**config.mk**
```make
export PLATFORM = sky130hd
export DESIGN_NAME = garbage_queue_ctrl
export DESIGN_NICKNAME = d
export VERILOG_FILES = /design/src/rtl/garbage_queue_ctrl.sv
export SDC_FILE = /design/constraint.sdc
export NUM_CORES = 1
export LEC_CHECK = 0
export ABC_AREA = 1
export CAP_MARGIN = 20
export CORE_MARGIN = 5
export CORE_UTILIZATION = 48
export CTS_CLUSTER_SIZE = 20
export DETAILED_ROUTE_END_ITERATION = 8
export PLACE_DENSITY = 0.74
export SYNTH_ARGS = -nofsm -noshare
export SYNTH_HDL_FRONTEND = slang
export SYNTH_SLANG_ARGS = --single-unit
```
**constraint.sdc**
```tcl
create_clock -name clk -period 8.55 [get_ports clk]
set_input_delay 1.71 -clock clk [delete_from_list [all_inputs] [get_ports clk]]
set_output_delay 1.71 -clock clk [all_outputs]
set_load 0.02 [all_outputs]
```
**src/rtl/garbage_queue_ctrl.sv**
```systemverilog
// garbage_queue_ctrl: queues incoming garbage batches, cancels them against
// outgoing attacks, offers leftover attack to the LAN and pushes pending
// garbage into the playfield after a non-clearing lock.
// Optional feature macro: GARBAGE_CANCEL_EN (attack cancels queued garbage
// before anything is sent; without it the attack is sent untouched).
module garbage_queue_ctrl #(
  parameter int QUEUE_DEPTH = 8,
  parameter int MAX_PENDING = 20
) (
  input  logic       clk,
  input  logic       rst_l,
  input  logic       recv_valid,
  input  logic [4:0] recv_lines,
  output logic       recv_ready,
  input  logic       lock_valid,
  input  logic [2:0] lines_cleared,
  input  logic [4:0] attack_lines,
  output logic       send_valid,
  output logic [4:0] send_lines,
  input  logic       send_ready,
  output logic       insert_valid,
  output logic [4:0] insert_lines,
  output logic [3:0] insert_hole_col,
  input  logic       insert_done,
  output logic [4:0] pending_total,
  output logic       busy
);

  localparam int PW = $clog2(QUEUE_DEPTH);
  localparam int CW = PW + 1;
  localparam logic [CW-1:0] DEPTH_C   = CW'(QUEUE_DEPTH);
  localparam logic [4:0]    MAXP_C    = 5'(MAX_PENDING);
  localparam logic [3:0]    LFSR_SEED = 4'b1001;

  typedef enum logic [1:0] {
    IDLE   = 2'd0,
    CANCEL = 2'd1,
    SEND   = 2'd2,
    INSERT = 2'd3
  } state_t;

  // Fold the 1..15 LFSR range onto playfield columns 0..9.
  function automatic logic [3:0] hole_of(input logic [3:0] v);
    return (v >= 4'd10) ? (v - 4'd10) : v;
  endfunction

  state_t          state_r, state_s;
  logic [PW-1:0]   head_r, head_s, tail_r, tail_s;
  logic [CW-1:0]   count_r, count_s;
  logic [4:0]      pending_r, pending_s;
  logic [4:0]      attack_rem_r, attack_rem_s;
  logic [3:0]      lfsr_r;
  logic            send_valid_r, send_valid_s;
  logic [4:0]      send_lines_r, send_lines_s;
  logic            insert_valid_r, insert_valid_s;
  logic [4:0]      insert_lines_r, insert_lines_s;
  logic [3:0]      hole_r, hole_s;
  logic            busy_r;
  logic [4:0]      mem_r [QUEUE_DEPTH];

  logic            we_s;
  logic [PW-1:0]   waddr_s;
  logic [4:0]      wdata_s;
  logic            full_s, ready_s, accept_s;
  logic [4:0]      room_s, store_s, head_val_s;

  assign full_s     = (count_r == DEPTH_C);
  assign ready_s    = (state_r == IDLE) && !full_s && !lock_valid;
  assign accept_s   = recv_valid && ready_s;
  assign room_s     = MAXP_C - pending_r;
  assign store_s    = (recv_lines < room_s) ? recv_lines : room_s;
  assign head_val_s = mem_r[head_r];

`ifndef GARBAGE_CANCEL_EN
  // Entries are never read back without cancelling; keep the head read observable.
  logic unused_head_s;
  assign unused_head_s = ^head_val_s;
`endif

  // recv_ready is forced low while reset is held so every output reads 0.
  assign recv_ready      = rst_l & ready_s;
  assign send_valid      = send_valid_r;
  assign send_lines      = send_lines_r;
  assign insert_valid    = insert_valid_r;
  assign insert_lines    = insert_lines_r;
  assign insert_hole_col = hole_r;
  assign pending_total   = pending_r;
  assign busy            = busy_r;

  // Next-state, queue bookkeeping and output-register next values.
  always_comb begin
    state_s        = state_r;
    head_s         = head_r;
    tail_s         = tail_r;
    count_s        = count_r;
    pending_s      = pending_r;
    attack_rem_s   = attack_rem_r;
    send_valid_s   = send_valid_r;
    send_lines_s   = send_lines_r;
    insert_valid_s = insert_valid_r;
    insert_lines_s = insert_lines_r;
    hole_s         = hole_r;
    we_s           = 1'b0;
    waddr_s        = tail_r;
    wdata_s        = store_s;
    case (state_r)
      IDLE: begin
        if (lock_valid) begin
          if ((lines_cleared == 3'd0) && (pending_r != 5'd0)) begin
            state_s        = INSERT;
            insert_valid_s = 1'b1;
            insert_lines_s = pending_r;
            hole_s         = hole_of(lfsr_r);
            head_s         = tail_r;
            count_s        = {CW{1'b0}};
            pending_s      = 5'd0;
          end else if ((lines_cleared != 3'd0) && (attack_lines != 5'd0)) begin
`ifdef GARBAGE_CANCEL_EN
            state_s      = CANCEL;
            attack_rem_s = attack_lines;
`else
            state_s      = SEND;
            send_valid_s = 1'b1;
            send_lines_s = attack_lines;
`endif
          end else begin
            state_s = IDLE;
          end
        end else if (accept_s && (store_s != 5'd0)) begin
          we_s      = 1'b1;
          tail_s    = tail_r + PW'(1);
          count_s   = count_r + CW'(1);
          pending_s = pending_r + store_s;
        end else begin
          state_s = IDLE;
        end
      end
      CANCEL: begin
`ifdef GARBAGE_CANCEL_EN
        if (attack_rem_r == 5'd0) begin
          state_s = IDLE;
        end else if (count_r == {CW{1'b0}}) begin
          state_s      = SEND;
          send_valid_s = 1'b1;
          send_lines_s = attack_rem_r;
          attack_rem_s = 5'd0;
        end else if (attack_rem_r >= head_val_s) begin
          attack_rem_s = attack_rem_r - head_val_s;
          head_s       = head_r + PW'(1);
          count_s      = count_r - CW'(1);
          pending_s    = pending_r - head_val_s;
        end else begin
          we_s         = 1'b1;
          waddr_s      = head_r;
          wdata_s      = head_val_s - attack_rem_r;
          pending_s    = pending_r - attack_rem_r;
          attack_rem_s = 5'd0;
        end
`else
        state_s = IDLE;
`endif
      end
      SEND: begin
        if (send_ready) begin
          state_s      = IDLE;
          send_valid_s = 1'b0;
          send_lines_s = 5'd0;
        end else begin
          state_s = SEND;
        end
      end
      INSERT: begin
        if (insert_done) begin
          state_s        = IDLE;
          insert_valid_s = 1'b0;
          insert_lines_s = 5'd0;
          hole_s         = 4'd0;
        end else begin
          state_s = INSERT;
        end
      end
      default: begin
        state_s = IDLE;
      end
    endcase
  end

  // State, pointer, counter and output registers; reset abandons any operation.
  always_ff @(posedge clk or negedge rst_l) begin
    if (!rst_l) begin
      state_r        <= IDLE;
      head_r         <= {PW{1'b0}};
      tail_r         <= {PW{1'b0}};
      count_r        <= {CW{1'b0}};
      pending_r      <= 5'd0;
      attack_rem_r   <= 5'd0;
      send_valid_r   <= 1'b0;
      send_lines_r   <= 5'd0;
      insert_valid_r <= 1'b0;
      insert_lines_r <= 5'd0;
      hole_r         <= 4'd0;
      busy_r         <= 1'b0;
    end else begin
      state_r        <= state_s;
      head_r         <= head_s;
      tail_r         <= tail_s;
      count_r        <= count_s;
      pending_r      <= pending_s;
      attack_rem_r   <= attack_rem_s;
      send_valid_r   <= send_valid_s;
      send_lines_r   <= send_lines_s;
      insert_valid_r <= insert_valid_s;
      insert_lines_r <= insert_lines_s;
      hole_r         <= hole_s;
      busy_r         <= (state_s != IDLE);
    end
  end

  // Free-running hole generator, x^4+x^3+1.
  always_ff @(posedge clk or negedge rst_l) begin
    if (!rst_l) begin
      lfsr_r <= LFSR_SEED;
    end else begin
      lfsr_r <= {lfsr_r[2:0], lfsr_r[3] ^ lfsr_r[2]};
    end
  end

  // Batch storage; validity is tracked by the pointers, so no reset is needed.
  always_ff @(posedge clk) begin
    if (we_s) begin
      mem_r[waddr_s] <= wdata_s;
    end
  end

endmodule

```
## Yosys cells after proc, flatten, opt, wreduce, memory -nomap -nowiden

Index checks and enable logic that the tools add are counted.

- Add/subtract/negate cells: 4
- Reductions and logical operators: 21
- Multiplexer cells: 37
- Equality and inequality tests: 11
- Order comparisons: 2
- Bitwise gates (word level): 2

Operators by type and width:

| operator | number |
|---|---|
| two-way mux 5 bit | 11 |
| two-way mux 4 bit | 7 |
| one-hot mux 5 bit (2 select lines) | 2 |
| nonzero test 5 bit | 3 |
| two-way mux 2 bit | 6 |
| inequality test 2 bit, second input constant | 4 |
| one-hot mux 2 bit (4 select lines) | 1 |
| one-hot mux 4 bit (2 select lines) | 1 |
| nonzero test 2 bit | 4 |
| two-way mux 1 bit | 7 |
| logical AND 1 bit | 6 |
| inequality test 2 x 1 -> 1 bit, second input constant | 3 |
| adder 5 bit | 1 |
| less-than comparator 5 bit | 1 |
| AND reduction 5 bit | 1 |
| subtractor 5 bit, first input constant | 1 |
| adder 4 x 1 -> 4 bit, second input constant | 1 |
| equality test 2 bit, second input constant | 2 |
| equality test 4 bit, second input constant | 1 |
| >= comparator 4 bit, second input constant | 1 |
| one-hot mux 1 bit (2 select lines) | 2 |
| AND reduction 4 bit | 1 |
| subtractor 4 bit, second input constant | 1 |
| zero test 3 bit | 1 |
| 7 further kinds | 8 |

- Input bits: 19
- Bits in registers: 32

## Longest topological paths before layout

Gate-level depths: netlist (run 1).

- Depth in word-level cells: 10
- Mapped depth: 22

## Worst setup path after synthesis (run 1)

OpenSTA, ideal clock, no wires.

- Path type: input-to-reg
- From: input recv_lines[4]
- To: register pending_r[4], in the netlist pending_total[4]
- Buffers on the path: 0
- Path slack: 4.679 ns
- Arrival: 3.805 ns
- Cell stages on the path: 14
- Library setup time: 0.066 ns
- Data required time: 8.484 ns
- Cell sequence: ha_1 -> a21oi_2 -> nand3_4 -> nand2_1 -> o21ai_1 -> inv_1 -> ha_1 -> inv_1 -> fa_1 -> o21ai_0 -> xor2_1 -> xnor2_1 -> nand4_1 -> nand2_1

- Cells in the longest elaborated chain, start to end: 6
- Elaborated cells between the ends (all ways): 9

Ends and longest elaborated chain:

| what | RTL line | source |
|---|---|---|
| start, declared | 13 | `input logic [4:0] recv_lines,` |
| less-than comparator 5 bit | 71 | `assign store_s = (recv_lines < room_s) ? recv_lines : room_s;` |
| two-way mux 5 bit (*) | 71 |  |
| parallel branches: the longest is 4 deep, another holds adder 5 bit | n/a |  |
| end signal, assigned | 208 | `pending_r <= pending_s;` |
| end, declared | 50 | `logic [4:0] pending_r, pending_s;` |

Mark *: on every way between the ends. The select of a mux whose other input is x is not followed.
A chain may end at the register's enable or synchronous reset.

## Worst setup path in the final report (run 1)

- From: input rst_l
- To: output recv_ready

- Cells in the longest elaborated chain, start to end: 1

Ends and longest elaborated chain:

| what | RTL line | source |
|---|---|---|
| start, declared | 11 | `input logic rst_l,` |
| bitwise AND 1 bit | 81 | `assign recv_ready = rst_l & ready_s;` |
| end, declared | 14 | `output logic recv_ready,` |

No other way between the ends.

==> flow_summary.toml, run 1 <==
[timing]
final_hold_viol_count = 0
hold_slack_ns = 0.406
finalSetupTns_ns = 0
fmax_mhz = 197
period_share = 0.595
fin_crit_ns = 5.09
skew_ns = 0.00513
setup_viol_count_final = 0
rsz0062_at_grt = "false"
tightest_slew_ns = 0.507
finalMaxSlewViolations = 0
relSlewSlack = 0.662

[worst_setup_path]
r2r_setup_slack_ns = 5.07
crit_path_end_kind = "output pin"
r2r-end = "pending_total[4]"
path_cells = "clkdlybuf4s50_1, buf_4, and3_1, clkdlybuf4s50_1"
reg2regPathDepth = 19
cpMostUsedCell = "clkdlybuf4s50_1"
rr_startpoint = "pending_total[1]"
criticalPathCategory = "in2out"
crit_path_max_fanout = 33
critPathMaxStageDelay_ns = 0.60
path_depth = 4
worstPathRequired_ns = 6.84
startpoint_type = "input pin"
critPathArrivalTime_ns = 3.38
cp_top_family = "buffers and inverters"
crit_slowest_cell = "clkdlybuf4s50_1"
critPathBufInv = 3

[layout]
nNetsFinal = 320
diodes = 0
fin_util = 0.644
area_growth_pct = 29.3
fillers = 364
drive_above_1_share = 0.133
final_cell_area_sq_um = 2570

[clocking]
htree_levels = 2
clock-sinks = 32
cts_buffers = 5
clockBufferDepth = 2
cts_tree = "built"
ctsResizeCount = 0
cts-root-buf = "clkbuf_8"
clk_pin_slew_ns = 0.06
post-cts-setup-buffer-count = 0
postCtsHoldBufs = 0
clk_latency_ns = 0.28

[power_and_ir_drop]
finalPower_uw = 976
sequentialPowerShare = 0.255
combinationalPowerShare = 0.602
sw_frac_of_total = 0.456
pwr-share-clk = 0.143
p_switching_uw = 445
ir_worst_vdd_mv = 0.282
p_leak_nw = 1.28
powerDensity_nw_per_um2 = 379
p_int_uw = 531

[synthesis]
synthCells = 237
synth_fa_ha_area_frac = 0.104
synth-seq-area-share = 0.403
synth_edf_count = 0
yosys-mux-area-fraction = 0
async_flop_share = 1.00
ys_types = 33
yosys.area_share.simple = 0.261
ys_warn_count = 0
synthFlopType = "dfrtp_1"
synth_compound_area_frac = 0.106
synth_common_cells = "inv_1, nand2_1, dfrtp_1, nand2_2, ha_1"
synth_area_leaders = "dfrtp_1, ha_1, inv_1"
synth_top_family_by_area = "simple AND/OR/NAND/NOR gates"
avgSynthCellArea_sq_um = 8.40
yosysMostFrequentCell = "inv_1"
synth_nets = 272
synth_area_sq_um = 1990
ys_ff_latch = 32
yosys.area.top_type = "dfrtp_1"
yosys.area.top_type_share = 0.377
synthXorXnorAreaFrac = 0.0308

[global_route]
track_usage = 0.170
grt_overflow = 0
grt_max_degree = 34
antenna_found_initial = 0
grt_pass1_wl_mm = 7.19
grt_pass1_vias = 1595

[status]
outcome = "completed"

[route]
vias_per_cell = 5.01
wl_per_cell_um = 12.4
drt_iter0_drc = 121
ant_nets = 0
drc_errors = 0
first_pass_iters = 4
wl_mm = 4.16
dr_total_vias = 1683

[placement]
dpl_cell_area_sq_um = 2470
io_buffers = 41
post-dp-hpwl_mm = 3.24
place_congestion = 0.785

[worst_hold_path]
holdPathStages = 0
hp-class = "reg2reg"
min_to = "lfsr_r[1]"
hold_start = "lfsr_r[0]"

[flow_run]
maxCapViolCount = 0

[die]
die_w_um = 74.4
dieHeight_um = 74.4
dieArea_sq_um = 5540
start_util = 0.498
core_sq_um = 4000
fp-row-count = 23
pin_count = 42
-- worst max-delay path by stage --
stage,start,end,slack [ns]
floorplan,recv_lines[4],pending_total[4],4.68
global placement,rst_l,recv_ready,3.45
detailed placement,rst_l,recv_ready,3.45
CTS,rst_l,recv_ready,3.44
global route,rst_l,recv_ready,3.34
finish,rst_l,recv_ready,3.46
-- cells by family (layout without fill, tap and decap cells) --
| group | count (synthesis) | after routing |
|---|---|---|
| flip-flops | 32 | 32 |
| XOR/XNOR | 7 | 7 |
| buffers and inverters | 50 | 99 |
| AO/OA/AOI/OAI | 32 | 32 |
| AND/OR/NAND/NOR | 100 | 100 |
| adder cells (fa/ha/maj) | 16 | 16 |
-- placed cells by master (no fill, tap or decap), drive strengths merged, types with 10 or more instances in the layout --
master,n
clkdlybuf4s50,41
dfrtp,30
ha,15
inv,48
nand2,59
nand3,16
nand4,10
nor2,10
o21ai,11
o22ai,11
-- cell type report --
class / count / area (sq um) / share of cell area
multi-input combinational: 155 / 1000 / 0.388
sequential: 32 / 803 / 0.312
timing repair buffer: 42 / 418 / 0.162
inverter: 49 / 184 / 0.0714
clock buffer: 6 / 72.6 / 0.0282
tap: 50 / 62.6 / 0.0243
clock inverter: 2 / 35.0 / 0.0136
-- routing by layer --
| metal | up-vias | track usage | share of wire |
|---|---|---|---|
| li1 | 871 | - | - |
| met2 | 41 | 0.267 | 0.47 |
| met3 | 6 | 0.0500 | 0.059 |
| met1 | 765 | 0.226 | 0.46 |
| met5 | - | 0 | 0 |
| met4 | 0 | 0.0534 | 0.012 |
-- through the flow --
stage | worst slack (ns) | instances
floorplan | 4.68 | 237
global placement | 3.45 | 328
detailed placement | 3.45 | 328
CTS | 3.44 | 336
global route | 3.34 | 336
finish | 3.46 | 336
-- flip-flops by register name, summed over array words and instances (netlist names) --
register / flops
busy: 1
count_r: 4
insert_hole_col: 4
insert_lines: 5
insert_valid: 1
lfsr_r: 4
pending_total: 5
send_lines: 5
send_valid: 1
state_r: 2
-- power by group through the flow --
stage	Clock [mW]	Combinational [mW]	Sequential, mW
2_1_floorplan	0	0.363	0.297
3_3_place_gp	0	0.579	0.250
3_5_place_dp	0	0.588	0.251
4_1_cts	0.143	0.595	0.249
5_1_grt	0.153	0.660	0.257
6_report	0.140	0.588	0.248
Note: power is estimated with default switching activity, not from simulation.
==> inputs of run 2 (changes only) <==
--- a/config.mk
+++ b/config.mk
@@ -8,7 +8,7 @@
 export ABC_AREA = 1
 export CAP_MARGIN = 20
 export CORE_MARGIN = 5
-export CORE_UTILIZATION = 48
+export CORE_UTILIZATION = 46
 export CTS_CLUSTER_SIZE = 20
 export DETAILED_ROUTE_END_ITERATION = 8
 export PLACE_DENSITY = 0.74
==> constraint.sdc (replaced) <==
create_clock -name clk -period 4.19 [get_ports clk]
set_input_delay 0.838 -clock clk [delete_from_list [all_inputs] [get_ports clk]]
set_output_delay 0.838 -clock clk [all_outputs]
set_load 0.02 [all_outputs]
==> flow_summary.toml, run 2 (synthesized netlist as in run 1, its figures left out) <==
[die]
die_w_um = 75.8
pin_count = 42
dieHeight_um = 75.8
core_sq_um = 4260
start_util = 0.467
dieArea_sq_um = 5750
fp-row-count = 24

[route]
drt_iter0_drc = 69
wl_per_cell_um = 12.8
wl_mm = 4.32
vias_per_cell = 5.02
dr_total_vias = 1698
drc_errors = 0
first_pass_iters = 4
ant_nets = 0

[clocking]
cts_tree = "built"
cts_buffers = 5
cts-root-buf = "clkbuf_8"
clockBufferDepth = 2
htree_levels = 2
postCtsHoldBufs = 0
ctsResizeCount = 0
clk_pin_slew_ns = 0.07
clock-sinks = 32
post-cts-setup-buffer-count = 0
clk_latency_ns = 0.29

[placement]
io_buffers = 41
post-dp-hpwl_mm = 3.32
place_congestion = 0.848
dpl_cell_area_sq_um = 2470
pre_cts_slack_ns = 0.521

[worst_setup_path]
worstPathRequired_ns = 4.41
startpoint_type = "flip-flop"
critPathArrivalTime_ns = 3.72
crit_path_max_fanout = 6
r2r_setup_slack_ns = 0.70
criticalPathCategory = "reg2reg"
crit_path_end_kind = "flip-flop"

[worst_hold_path]
hp-class = "reg2reg"

[timing]
finalSetupTns_ns = 0
setup_viol_count_final = 0
fmax_mhz = 286
relSlewSlack = 0.671
skew_ns = 0.00642
period_share = 0.834
fin_crit_ns = 3.49
rsz0062_at_grt = "false"
final_hold_viol_count = 0
layout_setup_ws_ns = 0.695
finalMaxSlewViolations = 0
tightest_slew_ns = 0.494

[global_route]
track_usage = 0.165
grtUsageMet1 = 0.221
grt_overflow = 0
grt_max_degree = 33
met2_usage = 0.258
grtUsageMet3 = 0.0594
grt_pass1_wl_mm = 7.16
grt_pass1_vias = 1593
antenna_found_initial = 0
busiest_layer = "met2"

[layout]
nNetsFinal = 320
area_growth_pct = 29.4
fillers = 402
drive_above_1_share = 0.133
final_common_cell = "inv_1"
seq_area_sq_um = 803
diodes = 0
multi_input_area_sq_um = 1000
final_cell_area_sq_um = 2580
fin_util = 0.604
final_cell_mix = "inv_1, nand2_1, clkdlybuf4s50_1"

[power_and_ir_drop]
p_int_mw = 1.09
finalPower_mw = 2.01
p_leak_nw = 1.28
powerDensity_nw_per_um2 = 779
pwr-share-clk = 0.148
sw_frac_of_total = 0.458
ir_worst_vdd_mv = 0.355
p_switching_uw = 919
combinationalPowerShare = 0.601
sequentialPowerShare = 0.252

[flow_run]
maxCapViolCount = 0

[status]
outcome = "completed"
-- run 2: final cells by class --
class / instances / share of cell area
multi-input cells: 155 / 0.388
flip-flops and latches: 32 / 0.312
repair buffers: 42 / 0.162
inverters: 49 / 0.0714
clock buffers: 6 / 0.0282
well taps: 52 / 0.0252
clock inverters: 2 / 0.0136
-- run 2: critical path: stages, from the launching register on --
cell and delay, ns:
dfrtp_1 0.43, inv_1 0.14, ha_1 0.22, nand2_1 0.12, nand2_1 0.07, nand2_1 0.05
nand2_1 0.08, ha_1 0.31, a21oi_2 0.29, nand3_4 0.14, nand2_1 0.08, o21ai_1 0.08
inv_1 0.06, ha_1 0.16, inv_1 0.05, fa_1 0.39, o21ai_0 0.22, xor2_1 0.19
xnor2_1 0.14, nand4_1 0.11, nand2_1 0.08
-- run 2: metal layers --
layer	part of all wire	vias to the layer above
met5	0	-
met4	0.0088	0
met3	0.072	5
met2	0.46	45
met1	0.46	784
li1	-	864
-- run 2: power by group through the flow --
stage          logic [mW]  registers [mW]  clock network (mW)
3_5_place_dp         1.20           0.512                   0
2_1_floorplan       0.740           0.605                   0
5_1_grt              1.35           0.522               0.320
4_1_cts              1.22           0.507               0.303
6_report             1.21           0.505               0.296
3_3_place_gp         1.18           0.510                   0
-- run 2: final timing paths --
kind / cells after the start / end / from
max: 20 / pending_total[4] / pending_total[0]
min: 0 / lfsr_r[1] / lfsr_r[0]
max reg2reg: 20 / pending_total[4] / pending_total[0]
min reg2reg: 0 / lfsr_r[1] / lfsr_r[0]
max in group asynchronous: 2 / lfsr_r[3] / rst_l
min in group asynchronous: 2 / pending_total[2] / rst_l
-- run 2: through the flow --
| step | std cells | hold WS [ns] |
|---|---|---|
| floorplan | 237 | 0.389 |
| global placement | 330 | 0.395 |
| detailed placement | 330 | 0.394 |
| CTS | 338 | 0.404 |
| global route | 338 | 0.407 |
| finish | 338 | 0.402 |
==> inputs of run 3 (changes only) <==
--- a/config.mk
+++ b/config.mk
@@ -8,7 +8,7 @@
 export ABC_AREA = 1
 export CAP_MARGIN = 20
 export CORE_MARGIN = 5
-export CORE_UTILIZATION = 46
+export CORE_UTILIZATION = 48
 export CTS_CLUSTER_SIZE = 20
 export DETAILED_ROUTE_END_ITERATION = 8
 export PLACE_DENSITY = 0.74
==> constraint.sdc (replaced) <==
create_clock -name clk -period 3.4 [get_ports clk]
set_input_delay 0.68 -clock clk [delete_from_list [all_inputs] [get_ports clk]]
set_output_delay 0.68 -clock clk [all_outputs]
set_load 0.02 [all_outputs]
==> flow_summary.toml, run 3 (synthesized netlist as in run 1, its figures left out) <==
[status]
outcome = "completed"

[timing]
final_hold_viol_count = 0
fin_crit_ns = 3.09
finalSetupTns_ns = 0
setup_viol_count_final = 0
fmax_mhz = 323
tightest_slew_ns = 0.395
skew_ns = 0.00733
relSlewSlack = 0.736
finalMaxSlewViolations = 0
rsz0062_at_grt = "false"
period_share = 0.909

[clocking]
clockBufferDepth = 2
cts_tree = "built"
clock-sinks = 32
cts_buffers = 5
htree_levels = 2
cts-root-buf = "clkbuf_8"
postCtsHoldBufs = 0
clk_pin_slew_ns = 0.07
clk_latency_ns = 0.29

[route]
wl_per_cell_um = 12.7
drt_iter0_drc = 59
ant_nets = 0
vias_per_cell = 4.94
dr_total_vias = 1705
wl_mm = 4.38
first_pass_iters = 4
drc_errors = 0

[worst_setup_path]
critPathArrivalTime_ns = 3.32
criticalPathCategory = "reg2reg"
crit_path_end_kind = "flip-flop"
startpoint_type = "flip-flop"
crit_path_max_fanout = 5
worstPathRequired_ns = 3.63

[layout]
area_growth_pct = 34.0
diodes = 0
final_cell_mix = "inv_1, nand2_1, clkdlybuf4s50_1"
nNetsFinal = 329
fillers = 325
final_common_cell = "inv_1"
drive_above_1_share = 0.176

[power_and_ir_drop]
powerDensity_nw_per_um2 = 979
p_leak_nw = 1.33
ir_worst_vdd_mv = 0.632
finalPower_mw = 2.61

[global_route]
antenna_found_initial = 0
grt_max_degree = 33
grt_pass1_wl_mm = 7.29
grt_pass1_vias = 1611
track_usage = 0.174
grt_overflow = 0

[flow_run]
maxCapViolCount = 0

[placement]
place_congestion = 0.837
post-dp-hpwl_mm = 3.39
io_buffers = 41

[die]
pin_count = 42
die_w_um = 74.4
dieHeight_um = 74.4
start_util = 0.498
dieArea_sq_um = 5540
core_sq_um = 4000
fp-row-count = 23

[worst_hold_path]
hp-class = "reg2reg"
-- run 3: critical path: stages, from the launching register on --
cell and delay (ns):
dfrtp_1 0.35, inv_1 0.06, buf_4 0.15, ha_1 0.20
xnor2_1 0.23, ha_1 0.29, nand2_1 0.07, nand2_1 0.06
nand2_2 0.11, nand3_4 0.09, nand2_1 0.07, o21ai_1 0.07
inv_1 0.06, ha_1 0.15, inv_1 0.06, fa_2 0.36
o21ai_2 0.15, xor2_1 0.18, xnor2_1 0.13, nand4_1 0.10
nand2_1 0.08
-- run 3: final cells by class --
class | instances | area (sq um) | share of cell area
multi-input combinational | 155 | 1010 | 0.378
sequential | 32 | 803 | 0.301
timing repair buffer | 51 | 485 | 0.182
inverter | 49 | 184 | 0.0689
clock buffer | 7 | 96.3 | 0.0361
tap | 50 | 62.6 | 0.0234
clock inverter | 1 | 30.0 | 0.0112
-- run 3: routing by layer --
metal  part of all wire  routed length, um  track usage  vias to the layer above
li1                   -                  -            -                      886
met1               0.46               2010        0.247                      774
met2               0.46               2030        0.258                       36
met3              0.060                263       0.0284                        9
met4              0.016                 69       0.0830                        0
met5                  0                  0            0                        -
-- run 3: worst paths after layout --
path,from,endpoint,slack [ns],depth (start not counted)
min in group asynchronous,rst_l,pending_total[2],0.91,2
max reg2reg,pending_total[0],pending_total[4],0.31,20
max in group asynchronous,rst_l,lfsr_r[3],2.17,2
min,lfsr_r[0],lfsr_r[1],0.41,0
min reg2reg,lfsr_r[0],lfsr_r[1],0.41,0
max,pending_total[0],pending_total[4],0.31,20
-- run 3: per-stage QoR --
stage	hold slack [ns]	area (sq um)	util	instances	worst slack (ns)
2_1_floorplan	0.384	1990	-	237	0.134
3_3_place_gp	0.399	2530	0.632	336	0.103
3_5_place_dp	0.403	2530	0.632	336	0.0386
4_1_cts	0.414	2650	0.663	344	0.129
5_1_grt	0.418	2670	0.668	345	0.0345
6_report	0.410	2670	0.668	345	0.308
-- run 3: timing repair --
item,4_1_cts,5_1_grt
setup buffers,0,1
resized for setup,0,5
setup endpoints to repair,0,1
-- run 3: power by group --
group	leakage [nW]	internal, mW	switching, mW
Combinational	0.848	0.690	0.906
Clock	0.0645	0.258	0.143
Sequential	0.418	0.510	0.106
